## src/rtl/sized_deser_pkg.sv

```systemverilog
`default_nettype none
// ============================================================================
// Module      : sized_deser_pkg
// Description : Shared types and constants for the sized_deser deserializer.
//               - state_t     : FILL / HOLD state encoding
//               - clog2_min1  : max(1, $clog2(n+1)), used for counter widths
//               - MIN_WIDTH / MAX_WIDTH : legal word-width limits
// Revision    : 1.0 - initial release
// ============================================================================
package sized_deser_pkg;

    localparam int MIN_WIDTH = 1;
    localparam int MAX_WIDTH = 1024;

    typedef enum logic [0:0] {
        ST_FILL = 1'b0,
        ST_HOLD = 1'b1
    } state_t;

    // Width needed to count 0..n inclusive, never less than one bit.
    function automatic int clog2_min1(input int n);
        int r;
        r = $clog2(n + 1);
        return (r < 1) ? 1 : r;
    endfunction

endpackage
`default_nettype wire

```

## src/rtl/sized_deser_shreg.sv

```systemverilog
`default_nettype none
// ============================================================================
// Module      : sized_deser_shreg
// Description : WIDTH-bit collection register for sized_deser. Each written
//               bit lands at the position selected by the fill count and the
//               bit order; load_first restarts a word with din as its first
//               bit. word_next is the register contents including din, so a
//               word completed this cycle can be captured downstream.
// Ports       : clk, rst_n (async, active low), clr (sync clear),
//               wr_en (write din), load_first (restart word with din),
//               din, fill (bits already collected), word_next (WIDTH)
// Revision    : 1.0 - initial release
// ============================================================================
module sized_deser_shreg
    import sized_deser_pkg::*;
#(
    parameter int WIDTH     = 4,
    parameter int LSB_FIRST = 1,
    parameter int CW        = clog2_min1(WIDTH)
) (
    input  logic             clk,
    input  logic             rst_n,
    input  logic             clr,
    input  logic             wr_en,
    input  logic             load_first,
    input  logic             din,
    input  logic [CW-1:0]    fill,
    output logic [WIDTH-1:0] word_next
);

    generate
        if (WIDTH == 1) begin : g_single
            // A one-bit word is complete as soon as its bit arrives, so there
            // is nothing to accumulate; the downstream word register holds it.
            assign word_next = din;
        end else begin : g_multi
            localparam int          c_iw  = CW + 1;
            localparam logic [CW:0] c_top = c_iw'(WIDTH - 1);

            logic [WIDTH-1:0] r_q;
            logic [CW:0]      w_idx;
            logic [WIDTH-1:0] w_next;

            // Index is one bit wider than fill so WIDTH-1-fill never wraps.
            always_comb begin
                w_next = load_first ? '0 : r_q;
                if (load_first)
                    w_idx = (LSB_FIRST != 0) ? '0 : c_top;
                else
                    w_idx = (LSB_FIRST != 0) ? {1'b0, fill} : (c_top - {1'b0, fill});
                for (int i = 0; i < WIDTH; i++) begin
                    if (w_idx == c_iw'(i))
                        w_next[i] = din;
                end
            end

            always_ff @(posedge clk or negedge rst_n) begin
                if (!rst_n)
                    r_q <= '0;
                else if (clr)
                    r_q <= '0;
                else if (wr_en)
                    r_q <= w_next;
            end

            assign word_next = w_next;
        end
    endgenerate

endmodule
`default_nettype wire

```

## src/rtl/sized_deser.sv

```systemverilog
`default_nettype none
// ============================================================================
// Module      : sized_deser
// Description : Serial-to-parallel deserializer. Collects single bits
//               (valid/ready) into a WIDTH-bit word (valid/ready).
//               Optional macro SIZED_DESER_PARITY_EN adds out_parity, the
//               XOR of out_data, registered alongside out_data.
// Ports       : clk, rst_n (async, active low), flush (sync discard),
//               in_valid/in_bit/in_ready  : serial input handshake
//               out_valid/out_ready/out_data : word output handshake
//               out_parity (optional), fill_count (bits collected)
// Revision    : 1.0 - initial release
// ============================================================================
module sized_deser
    import sized_deser_pkg::*;
#(
    parameter  int WIDTH     = 4,
    parameter  int LSB_FIRST = 1,
    localparam int CW        = clog2_min1(WIDTH)
) (
    input  logic             clk,
    input  logic             rst_n,
    input  logic             flush,
    input  logic             in_valid,
    input  logic             in_bit,
    output logic             in_ready,
    output logic             out_valid,
    input  logic             out_ready,
    output logic [WIDTH-1:0] out_data,
`ifdef SIZED_DESER_PARITY_EN
    output logic             out_parity,
`endif
    output logic [CW-1:0]    fill_count
);

    generate
        if (WIDTH < MIN_WIDTH || WIDTH > MAX_WIDTH) begin : g_bad_width
            $error("sized_deser: WIDTH outside legal range");
        end
    endgenerate

    localparam logic [CW-1:0] c_last = CW'(WIDTH - 1);
    localparam logic [CW-1:0] c_full = CW'(WIDTH);

    state_t           r_state;
    logic             w_in_hold;
    logic             w_accept;
    logic             w_deliver;
    logic             w_last;
    logic             w_load_word;
    logic [WIDTH-1:0] w_word_next;

    assign w_in_hold = (r_state == ST_HOLD);
    // While holding, a new bit can only enter if the held word leaves now.
    assign in_ready  = w_in_hold ? out_ready : 1'b1;
    assign w_accept  = in_valid & in_ready;
    assign w_deliver = out_valid & out_ready;
    assign w_last    = (fill_count == c_last);
    // A word completes on the WIDTH-th bit in FILL, or, for a one-bit word,
    // on any accept in HOLD (which implies the held word is delivered).
    assign w_load_word = ~flush & w_accept & (w_in_hold ? (WIDTH == 1) : w_last);

    sized_deser_shreg #(
        .WIDTH     (WIDTH),
        .LSB_FIRST (LSB_FIRST),
        .CW        (CW)
    ) u_shreg (
        .clk        (clk),
        .rst_n      (rst_n),
        .clr        (flush | w_load_word),
        .wr_en      (w_accept & ~flush),
        .load_first (w_in_hold),
        .din        (in_bit),
        .fill       (fill_count),
        .word_next  (w_word_next)
    );

    always_ff @(posedge clk or negedge rst_n) begin
        if (!rst_n) begin
            r_state    <= ST_FILL;
            fill_count <= '0;
            out_valid  <= 1'b0;
            out_data   <= '0;
        end else if (flush) begin
            r_state    <= ST_FILL;
            fill_count <= '0;
            out_valid  <= 1'b0;
            out_data   <= '0;
        end else begin
            if (w_load_word)
                out_data <= w_word_next;
            case (r_state)
                ST_FILL: begin
                    if (w_accept) begin
                        if (w_last) begin
                            r_state    <= ST_HOLD;
                            fill_count <= c_full;
                            out_valid  <= 1'b1;
                        end else begin
                            fill_count <= fill_count + CW'(1);
                        end
                    end
                end
                ST_HOLD: begin
                    // One-bit words chain back-to-back and stay in HOLD.
                    if (w_deliver && !(w_accept && WIDTH == 1)) begin
                        r_state    <= ST_FILL;
                        out_valid  <= 1'b0;
                        fill_count <= w_accept ? CW'(1) : '0;
                    end
                end
                default: begin
                    r_state <= ST_FILL;
                end
            endcase
        end
    end

`ifdef SIZED_DESER_PARITY_EN
    always_ff @(posedge clk or negedge rst_n) begin
        if (!rst_n)
            out_parity <= 1'b0;
        else if (flush)
            out_parity <= 1'b0;
        else if (w_load_word)
            out_parity <= ^w_word_next;
    end
`endif

endmodule
`default_nettype wire

```

## config.mk

```make
export PLATFORM = sky130hd
export DESIGN_NAME = sized_deser
export DESIGN_NICKNAME = d
export VERILOG_FILES = /design/src/rtl/sized_deser_pkg.sv /design/src/rtl/sized_deser_shreg.sv /design/src/rtl/sized_deser.sv
export SDC_FILE = /design/constraint.sdc
export NUM_CORES = 1
export LEC_CHECK = 0
export ABC_AREA = 1
export ABC_CLOCK_PERIOD_IN_PS = 1400
export CORE_MARGIN = 5
export CORE_UTILIZATION = 52
export CTS_BUF_LIST = sky130_fd_sc_hd__clkbuf_8
export DETAILED_ROUTE_END_ITERATION = 10
export PLACE_DENSITY = 0.91
export SLEW_MARGIN = 20
export SYNTH_ARGS = -nofsm -noshare
export SYNTH_HDL_FRONTEND = slang
export SYNTH_SLANG_ARGS = --single-unit
```

## constraint.sdc

```tcl
create_clock -name clk -period 1.4 [get_ports clk]
set_input_delay 0.21 -clock clk [delete_from_list [all_inputs] [get_ports clk]]
set_output_delay 0.21 -clock clk [all_outputs]
set_load 0.01 [all_outputs]
```

==> summary.txt <==
Run status
  – Status: complete, no violations

Worst setup path
  – Data required, critical path: 1.19 ns
  – Cells traversed along the worst timing path: clkdlybuf4s50_1
  – Family of cells with the greatest summed delay on the critical path: buffers and inverters
  – Worst endpoint data arrival time: 1.15 ns
  – Maximum fanout along the worst path: 2
  – CP max stage delay: 0.54 ns
  – Endpoint kind of the worst setup timing path: primary output
  – Critical path class: reg -> out
  – CP max-delay cell: clkdlybuf4s50_1
  – Sort of element at the start of the critical path: flip-flop
  – Total buffers and inverters traversed by the critical path: 1

Power
  – Pwr dens: 1140 nW/µm²
  – Peak supply drop: 1070 µV
  – Leak: 0.598 nW

Floorplan
  – Vertical extent of the die: 49.0 µm
  – Area of the die: 2400 µm²
  – Floorplan die width: roughly 49 µm
  – Number of ports placed on the die boundary: 15
  – Initial Utilization: 53.7%
  – Placeable core area: 1470 µm²
  – Row count: 14

Finish
  – Most common library cell in the layout ignoring fill and taps: nand2_1
  – Final non-filler cell area: 1060 µm²
  – Proportion of layout cells with a drive suffix above 1: a little under a fifth
  – Area taken by multi-input logic gates: 405 µm²
  – Synth-to-Final Area Change: 34.4%
  – Layout fillers: roughly 110
  – Total inserted antenna cells: 0
  – Most frequent cells in the layout: nand2_1 (46), dfrtp_1 (13), clkdlybuf4s50_1 (10)
  – Storage element area: 325 µm²
  – Final Net Count: roughly 140

STA
  – Final-report setup violation count: 0
  – Actual transition at the worst max-transition pin: roughly 0.28 ns
  – Minimum clock period: around 1.4 ns
  – Period utilisation layout: 97.4%
  – Relative slew slack: 81.1%
  – Pins Over Slew Limit: 0
  – RSZ-0062 raised after global routing: no
  – Worst clock skew on the final layout: 0.00539 ns
  – Top achievable clock speed: 733 MHz
  – Number of failing hold endpoints at the final stage: 0
  – Sum of negative setup slack: 0 ns

Routing
  – Detailed-route vias per instance: ~5.2
  – 1st-pass router iterations: 4
  – Total Routed Length: ~1.9 mm
  – Number of routed nets with antenna violations: 0
  – Via count of the routed design: 764
  – Average wire length per cell after detail routing: between 10 and 15 µm
  – Post-detailed-route DRC marker count: 0
  – Number of design-rule violations left by the first detailed-router iteration: 23

Yosys
  – Synth area leaders: dfrtp_1 (41%), nand2_1 (22%), ha_1 (4.8%)
  – Portion of synthesized cell area occupied by the leading cell type: 41.2%
  – Simple-Gate Fraction of Synth Area: 37.4%
  – Number of warnings issued by yosys: 0
  – Leading area contributor after synthesis: dfrtp_1
  – Total nets after synthesis: about 110
  – Flip-flop and latch count after synthesis: 13
  – Average instance area after synthesis: 7.52 µm²
  – Combinational family with the most area after synthesis: simple AND/OR/NAND/NOR gates
  – Compound-cell area share of the yosys netlist: 8.24%
  – Multiplexer fraction of the synthesized cell area: 0%
  – Portion of the post-synthesis area used by sequential elements: 41.2%
  – Adder-cell share of the synthesized area: ~4.8%
  – Mapped Cells: 105
  – Number of library cell types mapped by synthesis: 21
  – Post-Synth XOR/XNOR Area: 0%
  – Synthesized area: 790 µm²

Clock tree
  – Number of buffers created by CTS: 3
  – Clock latency reported for the late side of the worst-skew pair: about 0.25 ns
  – Cell chosen for the clock root: clkbuf_8
  – Clock-pin slew reported for the worst setup and hold paths after clock tree synthesis: 0.06 ns
  – Clock tree from TritonCTS: built
  – Post-CTS setup repair buffer count: 0
  – Buffer levels on the longest clock path: 2
  – Clock sink count: 13
  – Total number of H-tree levels: 1
  – Cts hold-fix bufs: 0

Global route
  – Via count of the first global-routing pass: 751
  – Overall Global Routing Usage: approximately 17%
  – Global-route wire length before repair: 3.13 mm
  – Antenna violations before repair: 0
  – Global-route congestion overflow total: 0
  – Largest net degree at the start of global routing: 14

Placement
  – Placed cell areas: 1010 µm²
  – Detailed Place HPWL: approximately 1.4 mm
  – Global placer's final weighted congestion: 0.842
  – Port Buffers: 14

Hold path
  – Hold crit path type: in -> async

Job
  – Max-cap viol count: 0
[repair_timing]
| action | CTS | global route |
|---|---|---|
| pin swaps | 0 | 0 |
| endpoints found under the setup margin | 2 | 10 |
| resized for setup | 2 | 5 |
| cloned | 0 | 0 |
[where the power goes]
| group | internal, mW | switching (mW) | total (mW) |
|---|---|---|---|
| sequential | 0.415 | 0.0246 | 0.440 |
| clock | 0.194 | 0.135 | 0.329 |
| combinational | 0.185 | 0.253 | 0.438 |
[path summary, 6_finish.rpt]
| path | start | endpoint | slack (ns) | depth (start not counted) |
|---|---|---|---|---|
| min in group clk | u_shreg.g_multi.r_q[1]$_DFFE_PN0P_ | u_shreg.g_multi.r_q[1]$_DFFE_PN0P_ | 0.48 | 2 |
| max in group asynchronous | rst_n | out_data[0]$_DFFE_PN0P_ | 0.96 | 2 |
| min | rst_n | out_valid$_DFFE_PN0P_ | 0.27 | 2 |
| min reg2reg | u_shreg.g_multi.r_q[1]$_DFFE_PN0P_ | u_shreg.g_multi.r_q[1]$_DFFE_PN0P_ | 0.48 | 2 |
| max reg2reg | fill_count[1]$_DFFE_PN0P_ | u_shreg.g_multi.r_q[3]$_DFFE_PN0P_ | 0.07 | 7 |
| max | out_data[1]$_DFFE_PN0P_ | out_data[1] | 0.04 | 1 |
[through the flow]
stage | util (%) | instances | setup WS [ns] | power, mW | hold slack [ns]
final | 72.1 | 147 | 0.0363 | 1.21 | 0.273
after global routing | 72.1 | 147 | 0.00975 | 1.29 | 0.299
after CTS | 71.3 | 147 | 0.0121 | 1.21 | 0.280
after detailed placement | 68.4 | 143 | -0.151 | 0.880 | 0.466
after global placement | 68.4 | 143 | -0.118 | 0.859 | 0.465
after floorplan | - | 105 | 0.0887 | 0.697 | -0.0856
[cell usage after synthesis]
library cell	instances
a21oi_1	2
buf_6	1
clkinv_1	1
dfrtp_1	13
ha_1	3
inv_1	9
inv_2	3
inv_4	1
nand2_1	47
nand2_2	1
nand3_1	6
nand3_2	2
nand4_1	4
nor2_1	3
nor2_2	1
nor2_8	1
o21ai_0	2
o21ai_1	1
o21ai_2	1
o21ai_4	1
o21bai_1	2
[area by class of cell]
type | instances | share of cell area, %
clock buffers | 3 | 3.89
repair buffers | 23 | 19.8
inverters | 14 | 5.19
well taps | 16 | 1.89
flip-flops and latches | 13 | 30.7
clock inverters | 1 | 0.354
multi-input cells | 77 | 38.2
[layer usage]
layer / vias to the layer above / global-route usage [%] / wire length (µm)
met5: - / 0 / 0
met1: 344 / 18.1 / 747
met4: 0 / 11.2 / 75
met2: 28 / 28.0 / 939
met3: 8 / 4.89 / 105
li1: 384 / - / -
[registers in the layout, indices dropped and copies added, names as in the netlist]
name,count
r_state,1
out_valid,1
u_shreg.g_multi.r_q,4
fill_count,3
out_data,4
[logic make-up after synthesis]
| family | count (synthesis) |
|---|---|
| buffers and inverters | 15 |
| adders and majority gates | 3 |
| and+or+nand+nor | 65 |
| DFF | 13 |
| AOI/OAI and AO/OA | 9 |
Note: power is estimated with default switching activity, not from simulation.
==> patch: new RTL, same settings <==
`WIDTH` is set to 4 in 2 places; all go to 6.
--- a/src/rtl/sized_deser_shreg.sv
+++ b/src/rtl/sized_deser_shreg.sv
@@ -14,7 +14,7 @@
 module sized_deser_shreg
     import sized_deser_pkg::*;
 #(
-    parameter int WIDTH     = 4,
+    parameter int WIDTH     = 6,
     parameter int LSB_FIRST = 1,
     parameter int CW        = clog2_min1(WIDTH)
 ) (
--- a/src/rtl/sized_deser.sv
+++ b/src/rtl/sized_deser.sv
@@ -14,7 +14,7 @@
 module sized_deser
     import sized_deser_pkg::*;
 #(
-    parameter  int WIDTH     = 4,
+    parameter  int WIDTH     = 6,
     parameter  int LSB_FIRST = 1,
     localparam int CW        = clog2_min1(WIDTH)
 ) (
Ports: changed (resized out_data); port bits go from 15 to 17. The function was not compared with the original's and may differ.
==> patch against the unedited design <==
The run now ends with setup timing left; final area grew 34%; setup slack lost 0.091 ns; sequential share of layout area shrank 0.76 points; sequential power grew 23%; count of clock-buffer cells in the layout is the same; final cell count grew 31%; fmax shrank 6.2%; synthesized area grew 29%; sequential cell count grew 4; wire length grew 67%; non-clock buffer count grew 11; power grew 9.9%; synthesized cell count grew 23%; largest cell class unchanged; largest power group unchanged.
==> patch: results <==
placed_design:
  dp_hpwl_mm: 2.02
  place_congestion: 0.789
  placed_area_um2: 1280
  dp.cells: 182
  io_buffers: 16
hold_path:
  hold_path_class: "input pin to async pin"
critical_path:
  cp_data_arrival_time_ns: 1.60
  crit_path_start: "fill_count[0]"
  endpoint: "out_data[0]"
  critical-path-max-stage-delay_ns: 0.41
  slowest_stage: "dfrtp_1"
  r2r_cells: 6
  path_max_fanout: 4
  critical_path.top_delay_family: "simple AND/OR/NAND/NOR gates"
sta:
  whs_ns: 0.269
  tightest_slew_ns: 0.333
  setup_tns_ns: -0.0542
  fin_skew_ns: 0.00261
  setup_viol: 2
  setup_ws_ns: -0.0542
global_route:
  antenna_found_initial: 0
  grtUsageTotal_pct: 21.5
  grt_max_degree: 18
  grt_pass1_wl_mm: 4.51
logic_synthesis:
  syn-instance-count: 129
  synth_cell_types: 24
  synth-edff-count: 0
  synth_area_leaders: "dfrtp_1, nand2_1, nand3_1"
  synth_nets: 137
  ys_top_cells_by_count: "nand2_1, nand3_1, dfrtp_1"
  yosysWarnings: 0
  yosysSeqAreaShare_pct: 41.9
drt:
  drtPass1Iterations: 4
  wl_per_cell_um: 16.2
  drt_first_iter_violations: 65
  wl_mm: 3.12
  routed-via-count: 1106
clock_tree:
  cts_resized: 4
  clock_path_buffers: 2
  post_cts_buffers: 3
cells_and_area:
  area_growth_pct: 40.2
  post-route-util_pct: 74.8
  nNetsFinal: 174
  drive_gt1_share_pct: 30.3
  antenna_cells: 0
  reg_top3: "out_data x6, u_shreg.g_multi.r_q x6, fill_count x3"
  fill_cells: 111
power_and_ir_drop:
  internal-power_mw: 0.886
  total_leakage_power_nw: 0.728
  peakVddDrop_uv: 821
run_status:
  failed_checks: "setup timing"
  status: "finished, violations left"
-- patch: changes by cell type after synthesis, moves of 3 or more --
cell / delta
dfrtp_1: +4
nor2_4: +3
nand3_1: +20
inv_1: -5
-- patch: power groups by stage --
stage	registers, mW	clock network (mW)	logic (mW)
3_3_place_gp	0.549	0	0.297
2_1_floorplan	0.557	0	0.174
6_report	0.540	0.375	0.412
5_1_grt	0.541	0.392	0.443
3_5_place_dp	0.551	0	0.317
4_1_cts	0.538	0.368	0.340
-- patch: cell type report --
| type | count | share of cell area, % |
|---|---|---|
| Clock buffer | 3 | 2.90 |
| Tap cell | 27 | 2.37 |
| Inverter | 11 | 3.52 |
| Sequential cell | 17 | 29.9 |
| Timing Repair Buffer | 34 | 20.7 |
| Clock inverter | 1 | 0.352 |
| Multi-Input combinational cell | 99 | 40.3 |
-- patch: through the flow --
step	power (mW)	setup WS, ns
floorplan	0.732	0.0755
global placement	0.846	-0.120
detailed placement	0.868	-0.129
CTS	1.25	0.00779
global route	1.38	-0.162
finish	1.33	-0.0542
-- patch: layer usage --
metal | wire, um | part of all wire (%) | vias up | global-route usage [%]
met5 | 0 | 0 | - | 0
met4 | 158 | 5.1 | 0 | 10.4
met3 | 278 | 8.9 | 19 | 4.99
met2 | 1520 | 49 | 73 | 38.6
met1 | 1160 | 37 | 517 | 23.4
li1 | - | - | 497 | -
-- patch: cell families (layout without fill, tap and decap cells) --
logic type / after synthesis / count (layout) / share of synthesized area, %
AND/OR/NAND/NOR: 92 / 92 / 45.6
flip-flops: 17 / 17 / 41.9
buffers and inverters: 13 / 49 / 6.78
AO/OA/AOI/OAI: 5 / 5 / 3.21
adder cells (fa/ha/maj): 2 / 2 / 2.47
